===== config.mk =====
export PLATFORM = sky130hd
export DESIGN_NAME = irq_stim_gen
export DESIGN_NICKNAME = d
export VERILOG_FILES = /design/src/rtl/irq_stim_gen.sv
export SDC_FILE = /design/constraint.sdc
export NUM_CORES = 1
export LEC_CHECK = 0
export CAP_MARGIN = 25
export CORE_ASPECT_RATIO = 1.1
export CORE_MARGIN = 2
export CORE_UTILIZATION = 55
export DETAILED_ROUTE_END_ITERATION = 7
export DONT_BUFFER_PORTS = 1
export PLACE_DENSITY = 0.73
export RECOVER_POWER = 100
export REMOVE_ABC_BUFFERS = 1
export SKIP_CTS_REPAIR_TIMING = 1
export SYNTH_ARGS = -nofsm -noshare
export SYNTH_HDL_FRONTEND = slang
export SYNTH_SLANG_ARGS = --single-unit

===== constraint.sdc =====
create_clock -name clk -period 1.8 [get_ports clk]
set_input_delay 0.09 -clock clk [delete_from_list [all_inputs] [get_ports clk]]
set_output_delay 0.09 -clock clk [all_outputs]
set_load 0.01 [all_outputs]

===== src/rtl/irq_stim_gen.sv =====
// Interrupt stimulus generator: NUM_CH channels fire the CPU interrupt when the
// macroscopic PC hits a programmed address. Optional timeout: IRQ_TIMEOUT_EN.
module irq_stim_gen #(
  parameter int                   NUM_CH   = 2,
  parameter logic [32*NUM_CH-1:0] TRIG_PC  = {32'h00003020, 32'h00003014},
  parameter logic [8*NUM_CH-1:0]  DELAY    = {8'd0, 8'd0},
  parameter int                   MAX_FIRE = 1,
  parameter logic [31:0]          ACK_ADDR = 32'h00007F20,
  parameter logic [15:0]          TIMEOUT  = 16'd256
) (
  input  logic              clk,
  input  logic              reset,
  input  logic              enable,
  input  logic [31:0]       macroscopic_pc,
  input  logic [31:0]       m_data_addr,
  input  logic [3:0]        m_data_byteen,
  output logic              interrupt,
  output logic [NUM_CH-1:0] irq_vec,
  output logic              all_done
`ifdef IRQ_TIMEOUT_EN
  ,
  output logic              timeout_err
`endif
);

  typedef enum logic [1:0] {ST_IDLE, ST_WAIT, ST_ASSERT, ST_RETIRED} state_e;

  state_e            state_q [NUM_CH];
  state_e            state_d [NUM_CH];
  logic [7:0]        dly_q   [NUM_CH];
  logic [7:0]        dly_d   [NUM_CH];
  logic [7:0]        fire_q  [NUM_CH];
  logic [7:0]        fire_d  [NUM_CH];
  logic [NUM_CH-1:0] pc_hit;
  logic [NUM_CH-1:0] hit_q;
  logic [NUM_CH-1:0] irq_d;
  logic [NUM_CH-1:0] done_d;
  logic [NUM_CH-1:0] irq_vec_q;
  logic              interrupt_q;
  logic              all_done_q;
  logic              ack;

`ifdef IRQ_TIMEOUT_EN
  logic [15:0] tmo_q [NUM_CH];
  logic [15:0] tmo_d [NUM_CH];
  logic        terr_q;
  logic        terr_d;
`else
  logic        unused_timeout;
  assign unused_timeout = ^TIMEOUT;
`endif

  always_comb begin
    ack = (|m_data_byteen) && ((m_data_addr & 32'hFFFF_FFFC) == ACK_ADDR);
    for (int i = 0; i < NUM_CH; i++) begin
      pc_hit[i] = enable && ((macroscopic_pc & 32'hFFFF_FFFC) == TRIG_PC[32*i +: 32]);
    end
  end

  // The PC comparison is registered first, so a hit sampled at edge t is acted
  // on at edge t+1 and the request rises after edge t+1+DELAY.
  always_comb begin
`ifdef IRQ_TIMEOUT_EN
    terr_d = terr_q;
`endif
    for (int i = 0; i < NUM_CH; i++) begin
      // NOTE: every always_comb output gets a default before the case so no
      // path leaves it unassigned, which would otherwise infer a latch.
      state_d[i] = state_q[i];
      dly_d[i]   = dly_q[i];
      fire_d[i]  = fire_q[i];
`ifdef IRQ_TIMEOUT_EN
      tmo_d[i]   = '0;
`endif
      unique case (state_q[i])
        ST_IDLE: begin
          if (hit_q[i]) begin
            dly_d[i]   = DELAY[8*i +: 8];
            state_d[i] = (DELAY[8*i +: 8] == 8'd0) ? ST_ASSERT : ST_WAIT;
          end
        end
        ST_WAIT: begin
          if (dly_q[i] == 8'd1) state_d[i] = ST_ASSERT;
          else                  dly_d[i]   = dly_q[i] - 8'd1;
        end
        ST_ASSERT: begin
          if (ack) begin
            if (fire_q[i] != 8'hFF) fire_d[i] = fire_q[i] + 8'd1;
            state_d[i] = (MAX_FIRE != 0 && int'(fire_q[i]) + 1 == MAX_FIRE)
                         ? ST_RETIRED : ST_IDLE;
          end
`ifdef IRQ_TIMEOUT_EN
          else if (tmo_q[i] + 16'd1 == TIMEOUT) begin
            state_d[i] = ST_IDLE;
            terr_d     = 1'b1;
          end else begin
            tmo_d[i] = tmo_q[i] + 16'd1;
          end
`endif
        end
        default: ;
      endcase
      irq_d[i]  = (state_d[i] == ST_ASSERT);
      done_d[i] = (state_d[i] == ST_RETIRED);
    end
  end

  always_ff @(posedge clk) begin
    if (reset) begin
      // NOTE: the per-channel arrays are a handful of flops, so all of them are
      // reset explicitly rather than relying on state to mask stale counters.
      for (int i = 0; i < NUM_CH; i++) begin
        state_q[i] <= ST_IDLE;
        dly_q[i]   <= '0;
        fire_q[i]  <= '0;
`ifdef IRQ_TIMEOUT_EN
        tmo_q[i]   <= '0;
`endif
      end
      hit_q       <= '0;
      irq_vec_q   <= '0;
      interrupt_q <= 1'b0;
      all_done_q  <= 1'b0;
`ifdef IRQ_TIMEOUT_EN
      terr_q      <= 1'b0;
`endif
    end else begin
      state_q     <= state_d;
      dly_q       <= dly_d;
      fire_q      <= fire_d;
`ifdef IRQ_TIMEOUT_EN
      tmo_q       <= tmo_d;
      terr_q      <= terr_d;
`endif
      hit_q       <= pc_hit;
      irq_vec_q   <= irq_d;
      interrupt_q <= |irq_d;
      all_done_q  <= &done_d;
    end
  end

  assign irq_vec   = irq_vec_q;
  assign interrupt = interrupt_q;
  assign all_done  = all_done_q;
`ifdef IRQ_TIMEOUT_EN
  assign timeout_err = terr_q;
`endif

endmodule


# Word level (Yosys, flattened, before mapping)
# Cells that the tools add are included.
[word_totals]
regBits = 42
latchBits = 0
mem_bits_rw = 0
mem_bits_ro = 0
inputBits = 71
out_inout_bits = 4
wordCells = 67
mem_count = 0
[op_classes]
add_sub_neg = 6
mul = 0
div = 0
order_cmp = 0
n_eq_ne = 21
shift = 0
muxes = 16
bitwise = 0
n_reduce_logical = 14
[op_table]
columns = ["cell", "n"]
rows = [
  ["30-bit by 12-bit equality test with 1-bit output, second input constant", 2],
  ["8-bit 2-to-1 mux", 4],
  ["8-bit one-hot mux with 2 select lines", 2],
  ["30-bit by 13-bit equality test with 1-bit output, second input constant", 1],
  ["8-bit by 1-bit adder with 9-bit output, second input constant", 2],
  ["9-bit by 1-bit equality test with 1-bit output, second input constant", 2],
  ["8-bit by 1-bit adder with 8-bit output, second input constant", 2],
  ["8-bit by 1-bit equality test with 1-bit output, second input constant", 2],
  ["2-bit 2-to-1 mux", 8],
  ["8-bit != test, second input constant", 2],
  ["8-bit by 1-bit subtractor with 8-bit output, second input constant", 2],
  ["2-bit equality test, second input constant", 6],
  ["2-bit one-hot mux with 3 select lines", 2],
  ["3-bit AND reduction", 4],
  ["2-bit != test, second input constant", 4],
  ["2-bit by 1-bit equality test with 1-bit output, second input constant", 2],
  ["2-bit zero test", 2],
  ["2-bit nonzero test", 2],
  ["4-bit OR reduction", 1],
  ["1-bit logical AND", 3],
  ["2-bit AND reduction", 1],
  ["2-bit OR reduction", 1],
]

# Logic depth before layout (Yosys ltp)
# Gate-level depths: netlist of run 1.
[logic_depth]
ltp_word = 7
depth_mapped = 9
ltp_nobuf = 8

# Least setup slack after synthesis of run 1
# No wires, ideal clock.
[synth_path]
kind = "reg-to-reg"
start = "reg fire_q[8] in the netlist's numbering"
end = "reg all_done_q, in the netlist all_done"
setup_ns = 0.088
arrival_ns = 1.872
t_required_ns = 1.712
path_slack_ns = -0.159
stages_incl_launch_ff = 8
path_buffers = 0
period_less_slack_ns = 1.959
cell_sequence = "dfxtp_1 ha_1 nand2_1 nor2_1 mux2_2 nor4b_2 o21ai_1 nor4_2"
[synth_via]
elab_chain_cells = 7
[synth_lines]
columns = ["item", "line", "rtl"]
rows = [
  ["start, declared", "32", "logic [7:0] fire_q [NUM_CH];"],
  ["start signal, assigned", "130", "fire_q <= fire_d;"],
  ["8-bit by 1-bit adder with 9-bit output", "89", "state_d[i] = (MAX_FIRE != 0 && int'(fire_q[i]) + 1 == MAX_FIRE)"],
  ["9-bit by 1-bit equality test with 1-bit output", "89", ""],
  ["2-bit 2-to-1 mux", "90", "? ST_RETIRED : ST_IDLE;"],
  ["2-bit 2-to-1 mux", "87", "if (ack) begin"],
  ["2-bit one-hot mux with 3 select lines", "75", "unique case (state_q[i])"],
  ["2-bit equality test", "104", "done_d[i] = (state_d[i] == ST_RETIRED);"],
  ["2-bit AND reduction", "138", "all_done_q <= &done_d;"],
  ["end signal, assigned", "138", ""],
  ["end, declared", "40", "logic all_done_q;"],
]
# Every way passes these cells.
# A chain may end at the register's enable or synchronous reset.

# Worst setup path in the final report of run 1
[layout_path]
start = "reg fire_q[9] in the netlist's numbering"
end = "reg all_done_q, in the netlist all_done"
# Same word-level chain as after synthesis.

==> results of run 1 <==
==> metal layers <==
metal	global-route usage [%]	share of wire [%]
met4	10.7	2.1
met3	6.51	5.7
met5	0	0
met2	37.2	52
met1	26.7	41
==> final timing paths <==
path                            endpoint  depth (start not counted)
hold / removal    fire_q[1]$_SDFFE_PP0P_                          1
setup / recovery     all_done$_SDFF_PP0_                          8
setup reg to reg     all_done$_SDFF_PP0_                          8
hold reg to reg    dly_q[3]$_SDFFE_PP0P_                          2
==> area by class of cell <==
class	instances	area (um^2)
inverters	16	60.1
flip-flops and latches	42	848
multi-input cells	216	1540
fillers	288	1080
well taps	52	65.1
clock inverters	3	40.0
repair buffers	42	322
clock buffers	5	68.8
==> critical path, stage by stage (launching register included) <==
cell	delay (ns)
dfxtp_1	0.37
ha_4	0.14
nand2_1	0.08
nor2_2	0.15
mux2_4	0.33
nor4b_4	0.32
buf_4	0.18
a32oi_4	0.12
nor4_4	0.27
==> state kept, by name (all words and copies together) (netlist names) <==
name	cells
interrupt	1
hit_q	2
fire_q	16
dly_q	16
state_q	4
all_done	1
irq_vec	2
==> power by group <==
part / switching, uW / total [uW] / internal [uW] / leakage, uW
registers: 0.000000363 / 928 / 928 / 0.000341
clock network: 339 / 748 / 408 / 0.0000579
logic: 10.2 / 27.6 / 17.4 / 0.000656
==> metrics by stage <==
step                std cells  setup WS, ns  setup TNS, ns  instance area, um^2  utilization, %
detailed placement        358        -0.193          -1.47                 2600            64.6
global route              376        -0.368          -1.76                 2940            73.0
finish                    376        -0.253         -0.771                 2940            73.0
floorplan                 274        -0.159         -0.376                 2300               -
CTS                       366        -0.221          -1.62                 2710            67.4
global placement          358        -0.131         -0.864                 2600            64.6
==> cell usage in the layout (no fill, tap or decap), types with 2 or more instances in the layout <==
| master | synthesis | layout |
|---|---|---|
| nor4b_1 | 8 | 7 |
| dfxtp_2 | 0 | 6 |
| nand3_1 | 10 | 9 |
| nor4b_4 | 0 | 2 |
| nand2b_1 | 2 | 2 |
| o21ai_2 | 1 | 2 |
| a31oi_1 | 3 | 2 |
| a21oi_1 | 6 | 6 |
| nor4_1 | 11 | 11 |
| buf_4 | 0 | 37 |
| nor2_1 | 51 | 49 |
| clkinv_2 | 0 | 2 |
| or3_1 | 3 | 2 |
| ha_1 | 8 | 6 |
| nand4_1 | 10 | 10 |
| dfxtp_1 | 42 | 36 |
| dlygate4sd3_1 | 0 | 4 |
| and3_1 | 3 | 2 |
| o21bai_1 | 2 | 2 |
| xor2_1 | 11 | 11 |
| nand2_1 | 23 | 22 |
| and4b_1 | 2 | 2 |
| xnor2_1 | 14 | 14 |
| nor3_1 | 9 | 8 |
| o21ai_0 | 3 | 3 |
| nor4_4 | 1 | 2 |
| inv_1 | 16 | 16 |
| mux2i_1 | 4 | 3 |
| clkbuf_8 | 0 | 5 |
| nor4_2 | 5 | 4 |
| nor2_2 | 0 | 2 |
==> cells by family after synthesis <==
group,count (synthesis),share of synthesized area [%]
and+or+nand+nor,148,34.7
DFF,42,36.0
AOI/OAI and AO/OA,29,8.74
xor gates and xnor gates,25,9.38
buffers and inverters,24,4.23
adders and majority gates,8,4.29
muxes,6,2.68
==> metrics.yaml, run 1 <==
track_usage_pct: 22.5
num_vias: 2172
chipHeight_um: 72.3
outcome: "finished with violations"
initial_core_util_pct: 58.0
drv_slew: 0
setup_viol: 4
cp_max_fo: 2
die_w_um: 66.1
cts.path.max_buffers: 2
ys_types: 48
r2r_slack_ns: -0.25
violations: "negative hold slack, negative setup slack"
cts_max_level: 2
crit_path_start: "fire_q[9]$_SDFFE_PP0P_"
worstPathArrival_ns: 2.27
end_kind: "flip-flop"
skew_ns: 0.00228
worstMarginPinSlew_ns: 0.477
netlist.area_leader.share_pct: 36.0
clock.fmax_mhz: 487
cts.clk_slew.worst_paths_ns: 0.08
place_congestion: 0.804
n_antenna_cell: 0
dp_hpwl_mm: 3.78
drt_wl_total_mm: 5.41
avgSynthCellArea_um2: 8.28
whs_ns: -0.158
grt_max_degree: 30
required_ns: 2.02
nNetsFinal: 402
io_pins: 75
drc: 0
ys_warn_count: 0
dr.first_iter.drc_count: 87
maxCapViolCount: 0
cts_tree: "done"
synth_flop_cell: "dfxtp_1"
min_from: "reset"
synth_top_area_cell: "dfxtp_1"
clk_latency_ns: 0.30
yosysMostFrequentCell: "nor2_1"
layout_setup_ws_ns: -0.253
io_buffers: 0
async_flop_share_pct: 0
ant_nets: 0
leakagePower_uw: 0.00106
rsz0062_at_grt: "yes"
synth_edf_count: 0
r2r-start: "fire_q[9]$_SDFFE_PP0P_"
antenna_found_initial: 0
slew_headroom_pct: 68.1
cts_sinks: 42
core-area_um2: 4020
cp-start-kind: "flip-flop"
period_needed_ns: 2.05
yosysSeqAreaShare_pct: 36.0
drive_gt1_share_pct: 25.0
wl_per_cell_um: 14.4
grt_pass1_wl_mm: 8.38
first_global_vias: 2025
min_path_type: "primary input to flip-flop"
netlist_area_um2: 2330
syn2layout_area_growth_pct: 25.9
cts-root-buf: "clkbuf_8"
fin_crit_sh_pct: 114
power_uw: 1700
ys_top_cells_by_count: "nor2_1 (51), dfxtp_1 (42), nand2_1 (23)"
overflow: 0
first_pass_iters: 4
finalHoldViolCount: 26
cts_made_buffers: 5
rows: 24
powerDensity_nw_per_um2: 579
netlist_top_cells_area: "dfxtp_1 (36%), nor2_1 (8.2%), xnor2_1 (5.3%)"
vias_per_cell: 5.78
die_area_um2: 4780
vdd_drop_max_uv: 413
synth_cells: 282
crit_type: "flip-flop to flip-flop"
ys_ff_latch: 42
Note: power is estimated with default switching activity, not from simulation.
==> run 2, diff against run 1 <==
Settings changed: CORE_UTILIZATION 55 to 45, GPL_ROUTABILITY_DRIVEN set to 0, PLACE_DENSITY 0.73 to unset.
==> metrics.yaml, run 2 (same netlist as run 1, synthesis figures left out) <==
io_pins: 75
track_usage_pct: 17.6
clock.fmax_mhz: 529
setup_viol: 6
initial_core_util_pct: 46.7
period_needed_ns: 1.89
min_from: "reset"
rows: 27
required_ns: 1.97
cts_max_level: 2
fin_util_pct: 59.0
overflow: 0
final_common_cell: "nor2_1"
leakagePower_uw: 0.00108
fillerInstances: 447
hold_end: "fire_q[0]$_SDFFE_PP0P_"
finalHoldViolCount: 25
cts_tree: "done"
whs_ns: -0.147
rr_worst_depth: 7
core-area_um2: 5000
fin_crit_sh_pct: 105
cts.path.max_buffers: 2
vdd_drop_max_uv: 388
dp_hpwl_mm: 3.77
layout_common_cells: "nor2_1 (49), buf_4 (41), dfxtp_1 (35)"
placed_cells: 370
grt_pass1_wl_mm: 8.13
fin_tns_setup_ns: -0.268
worstMarginPinSlew_ns: 0.500
ant_nets: 0
maxCapViolCount: 0
antenna_found_initial: 0
num_vias: 2106
clk_latency_ns: 0.29
cts-root-buf: "clkbuf_8"
worstPathArrival_ns: 2.06
cp-start-kind: "flip-flop"
die_area_um2: 5780
r2r-end: "interrupt$_SDFF_PP0_"
cp_max_fo: 3
drc: 0
crit_type: "flip-flop to flip-flop"
final_cells: 385
drt_wl_total_mm: 5.17
cts_sinks: 42
grt_max_degree: 30
r2r_slack_ns: -0.09
nNetsFinal: 406
violations: "negative hold slack, negative setup slack"
top_regs: "dly_q: 16 flops, fire_q: 16 flops, state_q: 4 flops"
drive_gt1_share_pct: 25.7
drv_slew: 0
rsz0062_at_grt: "yes"
first_pass_iters: 4
outcome: "finished with violations"
min_path_type: "primary input to flip-flop"
n_antenna_cell: 0
syn2layout_area_growth_pct: 26.4
die_w_um: 72.7
fin_area_um2: 2950
r2r-start: "fire_q[11]$_SDFFE_PP0P_"
end_kind: "flip-flop"
wl_per_cell_um: 13.4
layout_setup_ws_ns: -0.0911
dr.first_iter.drc_count: 51
chipHeight_um: 79.5
powerDensity_nw_per_um2: 580
slew_headroom_pct: 66.6
io_buffers: 0
skew_ns: 0.00645
placed_area_um2: 2650
first_global_vias: 1997
cts.clk_slew.worst_paths_ns: 0.08
hold_depth: 1
vias_per_cell: 5.47
cts_made_buffers: 5
run 2: changes by cell type in the layout (fill, tap and decap cells not counted), moves of 2 or more:
cell,change
clkinv_2,-2
buf_4,+4
nor3_2,+2
nor3_1,-2
run 2: metrics by stage:
step,setup slack (ns),power [uW]
2_1_floorplan,-0.159,968
3_3_place_gp,-0.155,972
3_5_place_dp,-0.235,972
4_1_cts,-0.217,1730
5_1_grt,-0.171,1780
6_report,-0.0911,1710
run 2: worst max-delay path by stage:
| stage | from | endpoint | slack, ns | depth (start not counted) |
|---|---|---|---|---|
| 2_1_floorplan | fire_q[8]$_SDFFE_PP0P_ | all_done$_SDFF_PP0_ | -0.16 | 7 |
| 3_3_place_gp | m_data_addr[26] | fire_q[3]$_SDFFE_PP0P_ | -0.16 | 7 |
| 3_5_place_dp | m_data_addr[26] | fire_q[3]$_SDFFE_PP0P_ | -0.23 | 7 |
| 4_1_cts | dly_q[1]$_SDFFE_PP0P_ | dly_q[3]$_SDFFE_PP0P_ | -0.22 | 9 |
| 5_1_grt | fire_q[11]$_SDFFE_PP0P_ | interrupt$_SDFF_PP0_ | -0.17 | 7 |
| 6_report | fire_q[11]$_SDFFE_PP0P_ | interrupt$_SDFF_PP0_ | -0.09 | 7 |
run 2: routing by layer:
layer | global-route usage, % | vias to the layer above | routed length (um)
met2 | 30.7 | 53 | 2670
met5 | 0 | - | 0
met4 | 6.67 | 0 | 98
met1 | 20.9 | 957 | 2150
met3 | 3.91 | 8 | 248
li1 | - | 1088 | -
run 2: critical path: stages, from the launching register on:
cell	delay [ns]
dfxtp_2	0.33
or3_4	0.39
mux2i_1	0.18
a31oi_2	0.13
nor4b_4	0.30
buf_4	0.17
a32o_2	0.19
o32ai_1	0.08
run 2: cell type report:
cell class | count | area [um^2] | share of cell area (%)
Clock inverter | 1 | 30.0 | 1.02
Tap cell | 58 | 72.6 | 2.46
Multi-Input combinational cell | 216 | 1510 | 51.0
Timing Repair Buffer | 46 | 352 | 11.9
Clock buffer | 6 | 82.6 | 2.80
Inverter | 16 | 60.1 | 2.03
Sequential cell | 42 | 850 | 28.8
run 2: where the power goes:
group	total [uW]	leakage, uW	internal [uW]	switching, uW
clock network	756	0.0000573	444	312
registers	928	0.000342	928	0.000000368
logic	27.4	0.000682	17.4	9.98
